`src/rtl/matcher_pkg.sv`:
```
// Definitions shared between the word loader and the matcher it feeds:
// default word geometry, the padding byte and the loader's state encoding.
package matcher_pkg;

  localparam int DEFAULT_DATA_WIDTH  = 8;
  localparam int DEFAULT_WORD_LENGTH = 3;

  localparam logic [7:0] NULL_BYTE = 8'h00;

  typedef enum logic [1:0] {
    FILL,
    DRAIN,
    HOLD,
    RELEASE
  } loader_state_t;

endpackage

```
`src/rtl/word_loader.sv`:
```
// Packs a last-delimited byte stream into one fixed-length word per token (first byte in the MSBs).
// It then holds the word with cs high until the matcher reports done.
module word_loader
  import matcher_pkg::*;
#(
  parameter int DATA_WIDTH  = DEFAULT_DATA_WIDTH,
  parameter int WORD_LENGTH = DEFAULT_WORD_LENGTH,
  parameter int CNT_WIDTH   = 4
) (
  input  logic                              clk,
  input  logic                              rst_n,
  input  logic                              s_valid,
  input  logic [DATA_WIDTH-1:0]             s_data,
  input  logic                              s_last,
  output logic                              s_ready,
  output logic [WORD_LENGTH*DATA_WIDTH-1:0] word,
  output logic                              cs,
  input  logic                              match_done,
  output logic [CNT_WIDTH-1:0]              word_count,
  output logic                              trunc_err,
  input  logic                              err_clr
);

  localparam int IDX_W  = (WORD_LENGTH > 1) ? $clog2(WORD_LENGTH) : 1;
  localparam int WORD_W = WORD_LENGTH * DATA_WIDTH;
  localparam logic [IDX_W-1:0] LAST_IDX = IDX_W'(WORD_LENGTH - 1);
  localparam logic [WORD_W-1:0] EMPTY_WORD = {WORD_LENGTH{DATA_WIDTH'(NULL_BYTE)}};

  loader_state_t    state, next_state;
  logic [IDX_W-1:0] idx;
  logic             ready_en;  // holds s_ready low for the first cycle out of reset
  logic             accept;

  assign accept = s_valid && s_ready;

  always_ff @(posedge clk or negedge rst_n) begin
    if (!rst_n) state <= FILL;
    else        state <= next_state;
  end

  // NOTE: every output of this block gets a default before the case, so no path leaves one unassigned (no latch).
  always_comb begin
    next_state = state;
    s_ready    = 1'b0;
    case (state)
      FILL: begin
        s_ready = ready_en;
        if (s_valid && ready_en) begin
          if (s_last)                next_state = HOLD;
          else if (idx == LAST_IDX)  next_state = DRAIN;
        end
      end
      DRAIN: begin
        s_ready = ready_en;
        if (s_valid && ready_en && s_last) next_state = HOLD;
      end
      HOLD: begin
        if (match_done) next_state = RELEASE;
      end
      RELEASE: next_state = FILL;
      default: next_state = FILL;
    endcase
  end

  // NOTE: state and datapath registers use non-blocking assignments so every flop samples pre-edge values.
  always_ff @(posedge clk or negedge rst_n) begin
    if (!rst_n) begin
      ready_en   <= 1'b0;
      idx        <= '0;
      word       <= EMPTY_WORD;
      cs         <= 1'b0;
      word_count <= '0;
      trunc_err  <= 1'b0;
    end else begin
      ready_en <= 1'b1;
      cs       <= (next_state == HOLD);

      if (state == FILL && accept) begin
        for (int k = 0; k < WORD_LENGTH; k++) begin
          if (idx == IDX_W'(k)) word[(WORD_LENGTH-k)*DATA_WIDTH-1 -: DATA_WIDTH] <= s_data;
        end
        idx <= idx + 1'b1;
      end

      // Word is cleared on entry to RELEASE so the matcher never sees a stale token with cs low.
      if (state == HOLD && match_done) begin
        word       <= EMPTY_WORD;
        idx        <= '0;
        word_count <= word_count + 1'b1;
      end

      if (state == DRAIN && accept && s_last) trunc_err <= 1'b1;
      else if (err_clr)                       trunc_err <= 1'b0;
    end
  end

endmodule
```
`config.mk`:
```
export PLATFORM = sky130hd
export DESIGN_NAME = word_loader
export DESIGN_NICKNAME = d
export VERILOG_FILES = /design/src/rtl/matcher_pkg.sv /design/src/rtl/word_loader.sv
export SDC_FILE = /design/constraint.sdc
export NUM_CORES = 1
export LEC_CHECK = 0
export BUFFER_PORTS_ARGS = -buffer_cell sky130_fd_sc_hd__buf_2
export CAP_MARGIN = 0
export CORE_ASPECT_RATIO = 0.8
export CORE_MARGIN = 2
export CORE_UTILIZATION = 45
export DETAILED_ROUTE_END_ITERATION = 6
export GPL_ROUTABILITY_DRIVEN = 0
export PLACE_DENSITY = 0.67
export SLEW_MARGIN = 20
export SYNTH_ARGS = -nofsm -noshare
export SYNTH_HDL_FRONTEND = slang
export SYNTH_SLANG_ARGS = --single-unit
```
`constraint.sdc`:
```
create_clock -name clk -period 2.81 [get_ports clk]
set_clock_uncertainty 0.05 [all_clocks]
set_input_delay 0.281 -clock clk [delete_from_list [all_inputs] [get_ports clk]]
set_output_delay 0.281 -clock clk [all_outputs]
set_load 0.01 [all_outputs]
```
==> results of run 1 <==
==> registers in the layout, summed over array words and instances (netlist names) <==
name,flops
idx,2
word,24
word_count,4
ready_en,1
state,2
cs,1
trunc_err,1
==> how the worst min path moves through the flow <==
stage           from         to  slack, ps
3_3_place_gp   rst_n   ready_en        330
3_5_place_dp   rst_n  trunc_err        360
4_1_cts        rst_n  trunc_err         50
6_report       rst_n  trunc_err         10
5_1_grt        rst_n  trunc_err         80
2_1_floorplan  rst_n         cs        -60
==> cell type report <==
cell class / count / share of cell area (%)
inverter: 4 / 0.788
sequential: 35 / 46.0
tap: 42 / 2.76
multi-input combinational: 105 / 33.2
clock buffer: 8 / 5.26
timing repair buffer: 45 / 12.0
==> layer usage <==
layer  share of wire, %  wire, um
met1                 45      1620
met2                 49      1750
met3                4.2       149
met4                1.4        50
met5                  0         0
==> layout by cell type (no fill, tap or decap) <==
master,synthesis,routed
buf_2,4,44
dfrtp_1,35,35
nand2_1,30,30
nand3_1,24,24
o21ai_2,16,16
o21ai_0,10,10
clkbuf_8,0,7
inv_1,4,4
xnor2_1,4,4
ha_1,4,4
nor2_1,3,3
and2_4,2,2
nand4b_1,1,1
a21oi_1,1,1
a311o_1,1,1
nand3b_2,1,1
and2b_1,1,1
and3b_1,1,1
nand4_1,1,1
o22ai_1,1,1
and4bb_1,1,1
mux2i_1,1,1
and2_1,1,1
clkbuf_1,4,1
buf_4,0,1
conb_1,1,1
==> where the power goes <==
group	switching (mW)	internal [mW]
clock	0.177	0.224
combinational	0.474	0.327
sequential	0.145	0.719
total	0.796	1.27
==> synthesized netlist by cell type <==
cell,count
nand4b_1,1
xnor2_1,4
nand3b_2,1
and2b_1,1
and2_4,2
nand3_1,24
nor2_1,3
dfrtp_1,35
ha_1,4
o21ai_2,16
inv_1,4
o21ai_0,10
and4bb_1,1
and3b_1,1
nand2_1,30
clkbuf_1,4
buf_6,3
a21oi_1,1
nand4_1,1
mux2i_1,1
a311o_1,1
and2_1,1
buf_2,4
conb_1,1
o22ai_1,1
==> kinds of logic after synthesis <==
group / after synthesis
AOI/OAI and AO/OA: 29
xor gates and xnor gates: 4
adders and majority gates: 4
other: 1
muxes: 1
and+or+nand+nor: 66
DFF: 35
buffers and inverters: 15
==> critical path, cell delays in order (launching register included) <==
cell	delay (ps)
dfrtp_1	430
and4bb_1	690
buf_4	300
mux2i_1	210
nor2_1	50
==> results.md, run 1 <==
- Status: finished, final reports clean
- WHS: 14.2 ps
- Portion of netlist area occupied by mux cells: 0.628%
- Via count: 1276
- Die area: 0.00403 mm^2
- Setup violations, final: 0
- Minimum clock period: 1840 ps
- Cell count of the worst reg-to-reg path: 4
- Ratio of cells with drive above 1 in the final layout: 36.0%
- Post-layout util: 56.0%
- Synth Net Count: 173
- Max-slew headroom: a little under 50%
- Worst Tran Pin Value: 773 ps
- Starting Density: 46.9%
- Share of the synthesized area in the top cell type: between 50% and 60%
- Area delta synth->final: 19.6%
- DRT Pass-1 Iters: 4
- Worst Slack Setup Final: 967 ps
- Synth unique cells: 25
- CP Max Fanout: 18
- Setup CP Type: reg2reg
- Worst reg2reg setup slack: 970 ps
- CP required: 2940 ps
- TritonCTS clock tree: done
- Inst Count DP: 231
- Cell taking the most area after synthesis: dfrtp_1
- Vias in the first global route: 1237
- Core box area: 0.00340 mm^2
- Tcrit/Tclk final: 65.6%
- Crit path from: state[0]
- Clock network latency to the later pin of the worst-skew pair: 290 ps
- Complex-gate fraction of the synthesized area: 13.3%
- Area contributors post-synth: dfrtp_1 55%, o21ai_2 8.8%, nand3_1 7.5%
- H-tree levels: 2
- Sequential fraction of the synthesis area: ~55%
- Post-CTS setup buffer count: 0
- Initial antenna violation count: 0
- Post-Syn Area: 0.00159 mm^2
- Worst setup path end: idx[1]
- Hold Path Class: in2async
- CTS sink cnt: 35
- Met2 Use GR: 31.1%
- Final Hold Fails: 0
- Routed len/inst: around 15 um
- Global route total overflow: 0
- Multi-input logic area: 633 um^2
- Achievable clock frequency: roughly 540 MHz
- CP Capture Type: register
- Leak pwr: 0.961 nW
- Die H: 57.2 um
- Tot GR Track Use: 19.7%
- Largest net degree at the start of global routing: 36
- First-pass GRT wire length: 6.06 mm
- Routed Wire Length: approximately 3.6 mm
- Initial DRC Count: between 100 and 150
- DP Wirelength: 2.57 mm
- Met1 usage: 25.8%
- Post-Synth Adder-Cell Area: ~3.1%
- Setup TNS Final: 0 ps
- Post-DP Area: 0.00180 mm^2
- GRT Max-Usage Layer: met2
- Post-Layout Cell Count: around 240
- CP arrival: 1970 ps
- Design area: 0.00190 mm^2
- Final slew viol count: 0
- Simple-gate share of the synthesized area: between 20% and 30%
- Cell Pwr Density: approximately 1100 mW/mm^2
- Hold Buf Count CTS: 0
- Maximum vdd drop: 0.444 mV
- Root buf cell: clkbuf_8
- # rows: 19
- Register Area: 876 um^2
- XOR/XNOR Fraction of Synth Area: 2.20%
- Reg2reg start: state[0]
- Number of nets in the layout: 214
- Ys Warns: 0
- Num CTS Buffers: 5
- Ant diodes: 0
- Resize count post-CTS: 0
- Element type at the critical path start: register
- # fillers: 290
- Antenna Nets Post-Route: 0
- Gate Count Post-Synth: 155
- DRC: 0
- Place WS: approximately 1000 ps
- RSZ-0062 raised after global routing: no
- Clock slew at reported path FFs: 70 ps
- Port buffer count: between 40 and 50
- Syn_area_per_cell: a little over 10 um^2
- Largest family of logic cells by synthesized area: simple AND/OR/NAND/NOR gates
- Reg2Reg Capture Point: idx[1]
- CTS Buffer Depth: 2
- Chip Width: roughly 71 um
- # IOs: 45
- Seq cells post-synth: 35
- Max_cap viols: 0
- GR Util met3: 5.30%
- Vias per cell: 5.34
- Tot Pwr: 2.07 mW
No activity file was read; power rests on OpenSTA's default activity.
==> inputs of run 2 (changes only) <==
==> constraint.sdc (replaced) <==
create_clock -name clk -period 1.7 [get_ports clk]
set_clock_uncertainty 0.05 [all_clocks]
set_input_delay 0.17 -clock clk [delete_from_list [all_inputs] [get_ports clk]]
set_output_delay 0.17 -clock clk [all_outputs]
set_load 0.01 [all_outputs]
==> run 2 against run 1 <==
Effect of this change:
- non-clock buffer count rose by 6
- wire length fell by 0.84%
- count of clock-buffer cells in the layout fell by 1
- via count did not move
- first-iteration DRC count fell by 13%
- maximum frequency rose by 21%
==> results.md, run 2 (synthesis gave the netlist of run 1 again) <==
- Die H: 57.2 um (unchanged)
- CTS Buffer Depth: 2 (unchanged)
- Achievable clock frequency: 657 MHz (+21%)
- Max_cap viols: 0 (unchanged)
- Tot GR Track Use: 19.7% (about the same)
- Initial antenna violation count: 0 (unchanged)
- Element type at the critical path start: register
- Worst Slack Setup Final: 177 ps (-789 ps)
- First-pass GRT wire length: 6.04 mm (-0.23%)
- Post-Layout Cell Count: 245 (+2.5%)
- CP required: 1810 ps (-1130 ps)
- Worst setup path end: word[14]
- # IOs: 45 (unchanged)
- Number of nets in the layout: 220 (+2.8%)
- Resize count post-CTS: 0 (unchanged)
- Antenna Nets Post-Route: 0 (unchanged)
- Vias in the first global route: 1336 (+8.0%)
- Worst reg2reg setup slack: 180 ps (-790 ps)
- Vias per cell: 5.21 (-2.4%)
- Reg2reg start: state[1]
- WHS: 22.7 ps (+8.45 ps)
- Global route total overflow: 0 (unchanged)
- Largest Register: word
- DP Wirelength: 2.63 mm (+2.5%)
- Most frequent cells in the layout: 44 x buf_2, 35 x dfrtp_1, 30 x nand2_1
- Reg2Reg Capture Point: word[14]
- CP Max Fanout: 8 (-10)
- Leak pwr: 0.988 nW (+2.8%)
- Routed Wire Length: 3.54 mm (-0.84%)
- Hold Path Class: in2reg
- Cell count of the worst reg-to-reg path: 3 (-1)
- Crit path depth: 3 (-1)
- Core box area: 0.00340 mm^2 (unchanged)
- CP cell instances: and4bb_1 -> and2_1 -> o21ai_0
- CP max stage cell: dfrtp_1
- CP Capture Type: register
- Status: finished, final reports clean
- # rows: 19 (unchanged)
- Area delta synth->final: 22.8%
- Final slew viol count: 0 (unchanged)
- Tcrit/Tclk final: 89.6% (+24 points)
- Largest net degree at the start of global routing: 36 (unchanged)
- Max-slew headroom: 48.0% (-0.50 points)
- Port buffer count: 44 (unchanged)
- Final Hold Fails: 0 (unchanged)
- Worst Tran Pin Value: 781 ps (+7.51 ps)
- Clock network latency to the later pin of the worst-skew pair: 290 ps (about the same)
- Post-CTS setup buffer count: 0 (unchanged)
- Cell Pwr Density: 1780 mW/mm^2 (+64%)
- Via count: 1276 (unchanged)
- Die area: 0.00403 mm^2 (unchanged)
- Maximum vdd drop: 0.869 mV (+95%)
- DRT Pass-1 Iters: 4 (unchanged)
- TritonCTS clock tree: done
- CTS sink cnt: 35 (unchanged)
- Top flop regs: word: 24 flops, word_count: 4 flops
- Max reg flops: 24 (unchanged)
- Root buf cell: clkbuf_8
- Setup violations, final: 0 (unchanged)
- RSZ-0062 raised after global routing: no
- Setup TNS Final: 0 ps (unchanged)
- Chip Width: 70.5 um (unchanged)
- Buf+Inv Stages, Crit Path: 0 (-1)
- CP arrival: 1630 ps (-340 ps)
- CP top delay family: simple AND/OR/NAND/NOR gates
- Place WS: 176 ps (-837 ps)
- Clock slew at reported path FFs: 70 ps (about the same)
- DRC: 0 (unchanged)
- Setup CP Type: reg2reg
- Crit path from: state[1]
- H-tree levels: 2 (unchanged)
- Ratio of cells with drive above 1 in the final layout: 37.9% (+1.9 points)
- Inst Count DP: 236 (+2.2%)
- Crit path largest cell delay: 440 ps (-250 ps)
- Num CTS Buffers: 5 (unchanged)
- Routed len/inst: 14.5 um (-3.3%)
- Initial DRC Count: 92 (-13%)
- Minimum clock period: 1520 ps (-321 ps)
- Starting Density: 46.9% (unchanged)
- Ant diodes: 0 (unchanged)
- Commonest non-fill, non-tap cell in the layout: buf_2
-- run 2: cell types whose count changed in the layout (fill, tap and decap cells not counted), sizes merged --
cell         delta
dlygate4sd3     +1
clkbuf          -1
buf             +5
clkinvlp        +1
-- run 2: through the flow --
| step | power (mW) | util, % | instance area [um^2] |
|---|---|---|---|
| floorplan | 2.27 | - | 1590 |
| global placement | 2.77 | 54.2 | 1840 |
| detailed placement | 2.85 | 54.2 | 1840 |
| CTS | 3.53 | 57.5 | 1960 |
| global route | 3.75 | 57.5 | 1960 |
| finish | 3.49 | 57.5 | 1960 |
-- run 2: where the power goes --
part	switching [mW]	total (mW)	internal [mW]	leakage [nW]
clock network	0.303	0.671	0.368	0.0505
registers	0.233	1.42	1.19	0.464
logic	0.799	1.39	0.594	0.473
total	1.34	3.49	2.15	0.988
-- run 2: timing repair --
item	4_1_cts	5_1_grt
endpoints found under the hold margin	35	0
setup endpoints to repair	0	0
hold buffers	1	0
-- run 2: cell type report --
cell class / instances / area, um^2
clock buffer: 7 / 96.3
clock inverter: 1 / 7.51
fill: 317 / 1440
inverter: 4 / 15.0
multi-input combinational: 105 / 633
sequential: 35 / 876
tap: 42 / 52.6
timing repair buffer: 51 / 275
-- run 2: routing by layer --
| layer | track usage, % | vias up | wire, um |
|---|---|---|---|
| met5 | 0 | - | 0 |
| met4 | 9.62 | 0 | 69 |
| met3 | 4.77 | 7 | 168 |
| met2 | 30.3 | 31 | 1740 |
| met1 | 26.3 | 621 | 1560 |
| li1 | - | 617 | - |
-- run 2: worst min path at each step --
stage	start	end	slack, ps	depth (start not counted)
global route	err_clr	trunc_err	30	2
floorplan	rst_n	cs	-180	0
CTS	err_clr	trunc_err	10	2
finish	err_clr	trunc_err	20	2
detailed placement	rst_n	ready_en	240	1
global placement	rst_n	ready_en	230	1
==> inputs of run 3 (changes only) <==
--- a/config.mk
+++ b/config.mk
@@ -12,7 +12,9 @@
 export CORE_UTILIZATION = 45
 export DETAILED_ROUTE_END_ITERATION = 6
 export GPL_ROUTABILITY_DRIVEN = 0
+export HOLD_SLACK_MARGIN = 0.05
 export PLACE_DENSITY = 0.67
+export REMOVE_ABC_BUFFERS = 1
 export SLEW_MARGIN = 20
 export SYNTH_ARGS = -nofsm -noshare
 export SYNTH_HDL_FRONTEND = slang
==> constraint.sdc (replaced) <==
create_clock -name clk -period 1.5 [get_ports clk]
set_clock_uncertainty 0.05 [all_clocks]
set_input_delay 0.15 -clock clk [delete_from_list [all_inputs] [get_ports clk]]
set_output_delay 0.15 -clock clk [all_outputs]
set_load 0.01 [all_outputs]
==> run 3 against run 2 <==
Effect of this change:
- die area unchanged
- final cell count up 2.4%
- register-to-register slack worse by 80 ps
- combinational power up 17%
- flip-flop and latch count unchanged
- total power up 11%
- non-clock buffer count up 6
- critical endpoint is now word[12]
- worst hold slack better by 74 ps
- clock power down 4.2%
- worst setup slack worse by 78 ps
- largest cell class unchanged
==> results.md, run 3 (synthesis gave the netlist of run 1 again) <==
- Tcrit/Tclk final: 93.4% (+3.8 points)
- Leak pwr: 1.01 nW (+2.5%)
- Top flop regs: word: 24 flops, word_count: 4 flops
- Int Power: 2.38 mW (+11%)
- Minimum clock period: 1400 ps (-122 ps)
- Maximum vdd drop: 0.842 mV (-3.1%)
- Post-DP Area: 0.00187 mm^2 (+1.6%)
- CP arrival: 1510 ps (-120 ps)
- Clock slew at reported path FFs: 70 ps (about the same)
- Place WS: -36.7 ps (-212 ps)
- Cell Pwr Density: 1940 mW/mm^2 (+9.1%)
- TritonCTS clock tree: done
- Number of nets in the layout: 226 (+2.7%)
- Vias per cell: 4.99 (-4.2%)
- Starting Density: 46.9% (unchanged)
- DRT Pass-1 Iters: 4 (unchanged)
- Ratio of cells with drive above 1 in the final layout: 39.7% (+1.8 points)
- Comb power frac: 42.2% (+2.2 points)
- Hold Path Class: in2reg
- Design area: 0.00199 mm^2 (+1.8%)
- Num CTS Buffers: 5 (unchanged)
- Max_cap viols: 0 (unchanged)
- CP required: 1610 ps (-200 ps)
- Cell count of the worst reg-to-reg path: 3 (unchanged)
- Initial antenna violation count: 0 (unchanged)
- Max reg flops: 24 (unchanged)
- Hold endpoint: word[17]
- CTS Buffer Depth: 2 (unchanged)
- DRC: 0 (unchanged)
- WHS: 97.1 ps (+74.4 ps)
- # IOs: 45 (unchanged)
- Status: finished, final reports clean
- Largest Register: word
- Via count: 1252 (-1.9%)
- Worst reg2reg setup slack: 100 ps (-80 ps)
- Tot Pwr: 3.87 mW (+11%)
- CP Max Fanout: 9 (+1)
- Tot GR Track Use: 18.3% (-1.3 points)
- Commonest non-fill, non-tap cell in the layout: buf_2
- Chip Width: 70.5 um (unchanged)
- Most frequent cells in the layout: 44 x buf_2, 35 x dfrtp_1, 30 x nand2_1
- Die area: 0.00403 mm^2 (unchanged)
- Sw frac: 38.4% (+0.076 points)
- Port buffer count: 44 (unchanged)
- CTS sink cnt: 35 (unchanged)
- Largest net degree at the start of global routing: 36 (unchanged)
- # rows: 19 (unchanged)
- Post-layout util: 58.6% (+1.0 points)
- CP Capture Type: register
- Core box area: 0.00340 mm^2 (unchanged)
- Setup violations, final: 0 (unchanged)
- Routed Wire Length: 3.43 mm (-3.2%)
- H-tree levels: 2 (unchanged)
- Final Hold Fails: 0 (unchanged)
- Root buf cell: clkbuf_8
- DP Wirelength: 2.49 mm (-5.5%)
- RSZ-0062 raised after global routing: no
- Global route total overflow: 0 (unchanged)
- Element type at the critical path start: register
- Part of the power in registers: 41.2% (+0.4 points)
- First-pass GRT wire length: 5.71 mm (-5.5%)
- Hold path cells: 3 (+1)
- Worst Slack Setup Final: 99.3 ps (-77.9 ps)
- Clock Power Share: 16.6% (-2.7 points)
- Setup CP Type: reg2reg
- Vias in the first global route: 1251 (-6.4%)
- Hold path start: s_data[1]
- Die H: 57.2 um (unchanged)
- Ant diodes: 0 (unchanged)
- Reg2Reg Capture Point: word[12]
- Routed len/inst: 13.7 um (-5.5%)
- Clock network latency to the later pin of the worst-skew pair: 280 ps (about the same)
- Achievable clock frequency: 714 MHz (+8.7%)
- Reg2reg start: state[0]
- Antenna Nets Post-Route: 0 (unchanged)
- Initial DRC Count: 69 (-25%)
- Area delta synth->final: 25.0%
- Net Switching: 1.49 mW (+11%)
- Crit path from: state[0]
- Final slew viol count: 0 (unchanged)
run 3: changes by cell type in the layout (fill, tap and decap cells not counted), sizes merged:
cell	before	now
buf	50	54
clkbuf	7	5
clkinv	0	3
clkinvlp	1	0
dlygate4sd3	1	3
run 3: routing by layer:
metal,GRT usage [%],share of wire [%]
met1,24.3,45
met2,28.2,47
met3,4.59,5.7
met4,9.34,2.0
met5,0,0
run 3: repair_timing:
item,CTS,global route
hold buffers,3,0
setup endpoints to repair,8,1
gates resized for setup,2,1
buffers inserted,0,0
endpoints found under the hold margin,37,0
run 3: power by group through the flow:
stage / Combinational, mW / Clock, mW / Sequential (mW)
finish: 1.63 / 0.643 / 1.59
global route: 1.82 / 0.707 / 1.64
CTS: 1.65 / 0.674 / 1.60
detailed placement: 1.64 / 0 / 1.61
global placement: 1.59 / 0 / 1.58
floorplan: 0.748 / 0 / 1.77
run 3: through the flow:
step,std cells,setup TNS (ps)
floorplan,144,-5590
global placement,240,0
detailed placement,240,-178
CTS,251,0
global route,251,0
finish,251,0
run 3: critical path, cell delays in order (launching register included):
cell and delay (ps):
dfrtp_1 430, and4bb_4 440, and2_2 240, o21ai_0 120
run 3: final cells by class:
| cell class | count | area (um^2) |
|---|---|---|
| Fill cell | 297 | 1410 |
| Multi-Input combinational cell | 105 | 638 |
| Sequential cell | 35 | 876 |
| Clock inverter | 3 | 15.0 |
| Timing Repair Buffer | 57 | 325 |
| Clock buffer | 5 | 68.8 |
| Tap cell | 42 | 52.6 |
| Inverter | 4 | 15.0 |
run 3: worst max-delay path by stage:
| stage | endpoint | slack [ps] | depth (start not counted) |
|---|---|---|---|
| 5_1_grt | word[12] | 30 | 3 |
| 3_5_place_dp | word[12] | -40 | 3 |
| 6_report | word[12] | 100 | 3 |
| 4_1_cts | word[10] | 60 | 3 |
| 2_1_floorplan | word[10] | -230 | 3 |
| 3_3_place_gp | word[15] | 50 | 3 |
